## config.mk

```make
export PLATFORM = sky130hd
export DESIGN_NAME = drip_zone_scheduler
export DESIGN_NICKNAME = d
export VERILOG_FILES = /design/src/rtl/drip_zone_scheduler.sv
export SDC_FILE = /design/constraint.sdc
export NUM_CORES = 1
export LEC_CHECK = 0
export CAP_MARGIN = 20
export CORE_MARGIN = 4
export CORE_UTILIZATION = 55
export CTS_BUF_LIST = sky130_fd_sc_hd__clkbuf_8
export DETAILED_ROUTE_END_ITERATION = 10
export PLACE_DENSITY_LB_ADDON = 0.3
export SLEW_MARGIN = 10
export SYNTH_ARGS = -nofsm -noshare
export SYNTH_HDL_FRONTEND = slang
export SYNTH_SLANG_ARGS = --single-unit
```

## constraint.sdc

```tcl
create_clock -name clk_i -period 2.9 [get_ports clk_i]
set_input_delay 0.58 -clock clk_i [delete_from_list [all_inputs] [get_ports clk_i]]
set_output_delay 0.58 -clock clk_i [all_outputs]
set_load 0.005 [all_outputs]
```

## src/rtl/drip_zone_scheduler.sv

```systemverilog
// Round-robin drip valve scheduler: one timed burst at a time across ZONES zones under a shared permit.
// Optional post-burst soak period enabled by defining DRIP_SOAK_EN.
module drip_zone_scheduler #(
  parameter int ZONES       = 4,
  parameter int CNT_W       = 16,
  parameter int DRIP_CYCLES = 1000,
  parameter int SOAK_CYCLES = 500
) (
  input  logic                     clk_i,
  input  logic                     rst_n_i,
  input  logic [ZONES-1:0]         irrigation_state_i,
  input  logic                     medium_level_indicator_i,
  input  logic                     low_level_indicator_i,
  input  logic                     temperature_i,
  input  logic                     air_humidity_i,
  output logic [ZONES-1:0]         drip_state_o,
  output logic [$clog2(ZONES)-1:0] active_zone_o,
  output logic                     busy_o,
  output logic                     done_o,
  output logic                     abort_o
);

  localparam int ZW = $clog2(ZONES);
  localparam logic [CNT_W-1:0] DRIP_LAST = CNT_W'(DRIP_CYCLES - 1);
  localparam logic [CNT_W-1:0] SOAK_LAST = CNT_W'(SOAK_CYCLES - 1);

  typedef enum logic [1:0] {
    S_IDLE = 2'd0,
    S_DRIP = 2'd1,
    S_SOAK = 2'd2
  } state_t;

  state_t           r_state;
  logic [ZONES-1:0] r_drip;
  logic [ZW-1:0]    r_zone;
  logic [ZW-1:0]    r_ptr;
  logic             r_busy;
  logic             r_done;
  logic             r_abort;
  logic [CNT_W-1:0] r_cnt;

  logic               w_permit;
  logic [2*ZONES-1:0] w_dbl;
  logic [ZW:0]        w_shift;
  logic [ZONES-1:0]   w_rot;
  logic [ZW-1:0]      w_off;
  logic [ZW:0]        w_sum;
  logic [ZW-1:0]      w_grant;
  logic [ZONES-1:0]   w_grant_onehot;

  // Lowest set bit index; scanning downward lets the lowest index overwrite.
  function automatic logic [ZW-1:0] f_first_set(input logic [ZONES-1:0] v);
    f_first_set = '0;
    for (int k = ZONES - 1; k >= 0; k--) begin
      if (v[k]) f_first_set = ZW'(k);
    end
  endfunction

  assign w_permit = air_humidity_i & (~medium_level_indicator_i | temperature_i) & low_level_indicator_i;

  // Rotate requests so bit 0 is the zone just after the pointer, then undo the rotation.
  assign w_dbl          = {irrigation_state_i, irrigation_state_i};
  assign w_shift        = {1'b0, r_ptr} + (ZW+1)'(1);
  assign w_rot          = ZONES'(w_dbl >> w_shift);
  assign w_off          = f_first_set(w_rot);
  assign w_sum          = w_shift + {1'b0, w_off};
  assign w_grant        = (w_sum >= (ZW+1)'(ZONES)) ? ZW'(w_sum - (ZW+1)'(ZONES)) : ZW'(w_sum);
  assign w_grant_onehot = {{(ZONES-1){1'b0}}, 1'b1} << w_grant;

  // Burst state machine with registered valve and status outputs.
  always_ff @(posedge clk_i or negedge rst_n_i) begin
    if (!rst_n_i) begin
      r_state <= S_IDLE;
      r_drip  <= '0;
      r_zone  <= '0;
      r_ptr   <= ZW'(ZONES - 1);
      r_busy  <= 1'b0;
      r_done  <= 1'b0;
      r_abort <= 1'b0;
      r_cnt   <= '0;
    end else begin
      r_done  <= 1'b0;
      r_abort <= 1'b0;
      case (r_state)
        S_IDLE: begin
          r_cnt <= '0;
          if (w_permit && (|irrigation_state_i)) begin
            r_state <= S_DRIP;
            r_drip  <= w_grant_onehot;
            r_zone  <= w_grant;
            r_ptr   <= w_grant;
            r_busy  <= 1'b1;
          end else begin
            r_drip <= '0;
            r_busy <= 1'b0;
          end
        end
        S_DRIP: begin
          if (!w_permit || !irrigation_state_i[r_zone]) begin
            r_state <= S_IDLE;
            r_drip  <= '0;
            r_busy  <= 1'b0;
            r_abort <= 1'b1;
            r_cnt   <= '0;
          end else if (r_cnt == DRIP_LAST) begin
            r_drip <= '0;
            r_done <= 1'b1;
            r_cnt  <= '0;
`ifdef DRIP_SOAK_EN
            r_state <= S_SOAK;
            r_busy  <= 1'b1;
`else
            r_state <= S_IDLE;
            r_busy  <= 1'b0;
`endif
          end else begin
            r_cnt <= r_cnt + CNT_W'(1);
          end
        end
        // Only reachable with soak enabled; otherwise it just falls back to IDLE.
        S_SOAK: begin
          r_drip <= '0;
          if (r_cnt == SOAK_LAST) begin
            r_state <= S_IDLE;
            r_busy  <= 1'b0;
            r_cnt   <= '0;
          end else begin
            r_cnt <= r_cnt + CNT_W'(1);
          end
        end
        default: begin
          r_state <= S_IDLE;
          r_drip  <= '0;
          r_busy  <= 1'b0;
          r_cnt   <= '0;
        end
      endcase
    end
  end

  assign drip_state_o  = r_drip;
  assign active_zone_o = r_zone;
  assign busy_o        = r_busy;
  assign done_o        = r_done;
  assign abort_o       = r_abort;

endmodule
```

==> results.md <==
* Status: finished clean
* Number of top-level design ports at 19
* Post-synth EDFFs at 0
* Final Critical Period at 2.74 ns
* Initial cell density of the core at 57.1%
* Clock tree sinks at 28
* Core Footprint at 2760 µm²
* Register bit total from synthesis at 28
* Instance count after placement with tap cells included at ~220
* Total global routing track utilization at 18.6%
* Fin. Hold Viols at 0
* Placer's final routability congestion estimate at between 0.8 and 0.9
* Net count, final at 202
* DRT Pass-1 Iters at 4
* Reg2Reg Setup Slack at between 0.3 and 0.4 ns
* Drt first-iter violations at 54
* Maximum VDD drop at 0.530 mV
* Register Area at 703 µm²
* Number of port buffers at 18
* Type of the worst min-delay path: reg -> reg
* Cts repair resizes at 0
* Drt wl/cell at 14.7 µm
* Number of global-route vias before repair at 1260
* Clk_lat worst skew at 0.27 ns
* Via count at 1308
* Top flip-flop cell by instance count after synthesis: sky130_fd_sc_hd__dfrtp_1
* Number of buffers created by CTS at 3
* Cell type with the highest aggregate area in the netlist: sky130_fd_sc_hd__dfrtp_1
* Worst-margin pin slew at about 0.51 ns
* Peak fanout along the critical path at 4
* Post-route cell area at 1850 µm²
* Area used by multi-input combinational logic at 806 µm²
* First-pass GRT wire length at 5350 µm
* Final Setup Violations at 0
* H-tree levels at 1
* Critical path startpoint category: primary input
* Final max-slew violation count at 0
* Sequential area share after synthesis at 44.6%
* Total wirelength of the detailed-routed design at 3220 µm
* Count leader, synth: sky130_fd_sc_hd__dfrtp_1
* Maximum clock insertion buffer count at 2
* Startpoint of the worst register-to-register path: r_ptr[0]
* Worst EP arrival at 2.93 ns
* Critical path class: in -> reg
* Antenna diode count at 0
* Startpoint of the most critical hold path: r_cnt[0]
* Skew final at 0.00910 ns
* Number of routed nets with antenna violations at 0
* Fmax at 366 MHz
* CTS hold repair buffers at 0
* Post-Synthesis Cell Area at between 1500 and 2000 µm²
* Yosys warns at 0
* Fillers at 219
* Cell Area, Placed at around 1800 µm²
* Net count of the mapped netlist at 179
* Endpoint of the most critical register-to-register path: drip_state_o[1]
* Dpl hpwl at 2350 µm
* Number of non-filler instances in the completed layout at 219
* Cell depth of the worst min-delay path at 1
* Clock transition at the register clock pins on the worst setup and hold paths after CTS at 0.08 ns
* Maxcap violations at 0
* Data required time at the worst endpoint at 3.09 ns
* Post-detailed-route DRC marker count at 0
* Leak pwr at 0.000752 µW
* Fraction of the cycle the final worst path needs at roughly 94%
* Gate count after technology mapping at between 150 and 200
* Overall die area at 3780 µm²
* P per Cell Area at 580 nW/µm²
* Commonest cells in the synthesized netlist: 26 x sky130_fd_sc_hd__dfrtp_1, 19 x sky130_fd_sc_hd__nor2_1, 12 x sky130_fd_sc_hd__nand2_1, 12 x sky130_fd_sc_hd__nand3_1, 8 x sky130_fd_sc_hd__xnor2_1
* Post-DR vias/cell at between 5 and 6
* Root buf cell: sky130_fd_sc_hd__clkbuf_8
* Number of different library cells in the post-synthesis netlist at 41
* Average size of a mapped cell at 9.49 µm²
* Overflow after GRT at 0
* Fraction of final layout cells with drive strength greater than 1 at 11.7%
* Layout overhead on the synthesized area at 17.6%
* Width of the die at 61.5 µm
* FF-to-FF path depth at 9
* Chip height at 61.5 µm
* Post-CTS setup buffers at 0
* Maximum number of pins on one net before global-route repair at 29
* Destination of the worst hold path: r_cnt[0]
* Clock tree from TritonCTS: done
* Number of antenna violations at the first check in global routing at 0
* Setup_tns at 0 ns
* Async S/R FF share, synth at 100%
* Fraction of post-synthesis cell area in the top cell type by area at between 40% and 50%
* FP Rows at 19
* Hold Slack at 0.462 ns
* Dominant cells by area after synthesis: sky130_fd_sc_hd__dfrtp_1 41%, sky130_fd_sc_hd__nor2_1 4.5%, sky130_fd_sc_hd__xnor2_1 4.4%
* Launch point of the worst path: irrigation_state_i[2]
* CP Capture Type: flop
* Tightest slew margin relative to the limit at 65.8%
where the power goes:
part           internal, µW  switching [µW]
logic                   187             175
clock network          94.9             114
registers               442            61.8
total                   724             351
layout make-up:
class                           instances  area share [%]
Sequential cell                        28            38.0
Timing Repair Buffer                   26            13.0
Inverter                                5            1.01
Clock buffer                            3            2.23
Tap cell                               31            2.09
Multi-Input combinational cell        125            43.5
Clock inverter                          1           0.203
per-layer routing:
metal	up-vias	share of wire (%)	track usage, %	wire length [µm]
met4	0	1.1	3.94	35
met1	636	45	24.2	1440
li1	641	-	-	-
met2	25	51	32.0	1640
met3	6	3.5	3.77	113
met5	-	0	0	0
stage by stage:
step | util [%] | setup slack [ns] | total power [µW]
2_1_floorplan | - | 0.333 | 713
3_3_place_gp | 65.3 | -0.0623 | 845
3_5_place_dp | 65.3 | -0.152 | 864
4_1_cts | 67.0 | 0.137 | 1070
5_1_grt | 67.2 | -0.0363 | 1150
6_report | 67.2 | 0.164 | 1070
cells in the final DEF (no fill, tap or decap), types with 2 or more instances in the layout:
master / instances
sky130_fd_sc_hd__inv_1: 6
sky130_fd_sc_hd__a31oi_1: 2
sky130_fd_sc_hd__nor3_1: 4
sky130_fd_sc_hd__o211ai_1: 6
sky130_fd_sc_hd__nand4_1: 6
sky130_fd_sc_hd__a21oi_1: 5
sky130_fd_sc_hd__xor2_1: 5
sky130_fd_sc_hd__nand2b_1: 2
sky130_fd_sc_hd__o21ai_0: 4
sky130_fd_sc_hd__and3_1: 2
sky130_fd_sc_hd__and2_1: 2
sky130_fd_sc_hd__dfrtp_1: 26
sky130_fd_sc_hd__or4_1: 5
sky130_fd_sc_hd__clkdlybuf4s50_1: 18
sky130_fd_sc_hd__dfstp_2: 2
sky130_fd_sc_hd__nor2_1: 19
sky130_fd_sc_hd__o2111ai_1: 2
sky130_fd_sc_hd__xnor2_1: 8
sky130_fd_sc_hd__nand3_1: 12
sky130_fd_sc_hd__nor4_1: 3
sky130_fd_sc_hd__nand2_1: 12
sky130_fd_sc_hd__or2_2: 2
sky130_fd_sc_hd__or3_1: 4
sky130_fd_sc_hd__nor3b_1: 3
sky130_fd_sc_hd__ha_1: 3
sky130_fd_sc_hd__and4_1: 3
sky130_fd_sc_hd__buf_4: 8
sky130_fd_sc_hd__clkbuf_8: 3
kinds of logic (layout without fill, tap and decap cells):
| group | after synthesis | after routing | share of synthesized area [%] |
|---|---|---|---|
| flops | 28 | 28 | 44.6 |
| fa+ha+maj | 3 | 3 | 2.38 |
| xor+xnor | 13 | 13 | 7.23 |
| buf+inv | 13 | 35 | 4.53 |
| compound gates | 24 | 24 | 10.5 |
| simple gates | 83 | 83 | 28.6 |
| mux | 2 | 2 | 2.14 |
worst max-delay path: stages:
cell and delay, ns:
sky130_fd_sc_hd__clkdlybuf4s50_1 0.44, sky130_fd_sc_hd__nor3b_1 0.16, sky130_fd_sc_hd__a311oi_1 0.32, sky130_fd_sc_hd__a21oi_1 0.10, sky130_fd_sc_hd__a211oi_2 0.20, sky130_fd_sc_hd__ha_1 0.24, sky130_fd_sc_hd__xnor2_1 0.09, sky130_fd_sc_hd__nor2_1 0.11
sky130_fd_sc_hd__or4b_2 0.59, sky130_fd_sc_hd__o211ai_1 0.10
how the worst max path moves through the flow:
| stage | slack, ns | cells past startpoint | end |
|---|---|---|---|
| final | 0.16 | 10 | drip_state_o[1] |
| after floorplan | 0.33 | 10 | drip_state_o[1] |
| after global placement | -0.06 | 10 | drip_state_o[1] |
| after CTS | 0.14 | 10 | drip_state_o[1] |
| after detailed placement | -0.15 | 10 | drip_state_o[1] |
| after global routing | -0.04 | 10 | drip_state_o[1] |
sequential cells by signal, indices dropped and copies added (netlist names):
signal	count
busy_o	1
drip_state_o	4
r_cnt	16
done_o	1
r_ptr	2
r_state	1
abort_o	1
active_zone_o	2
(Power assumes the default switching activity.)
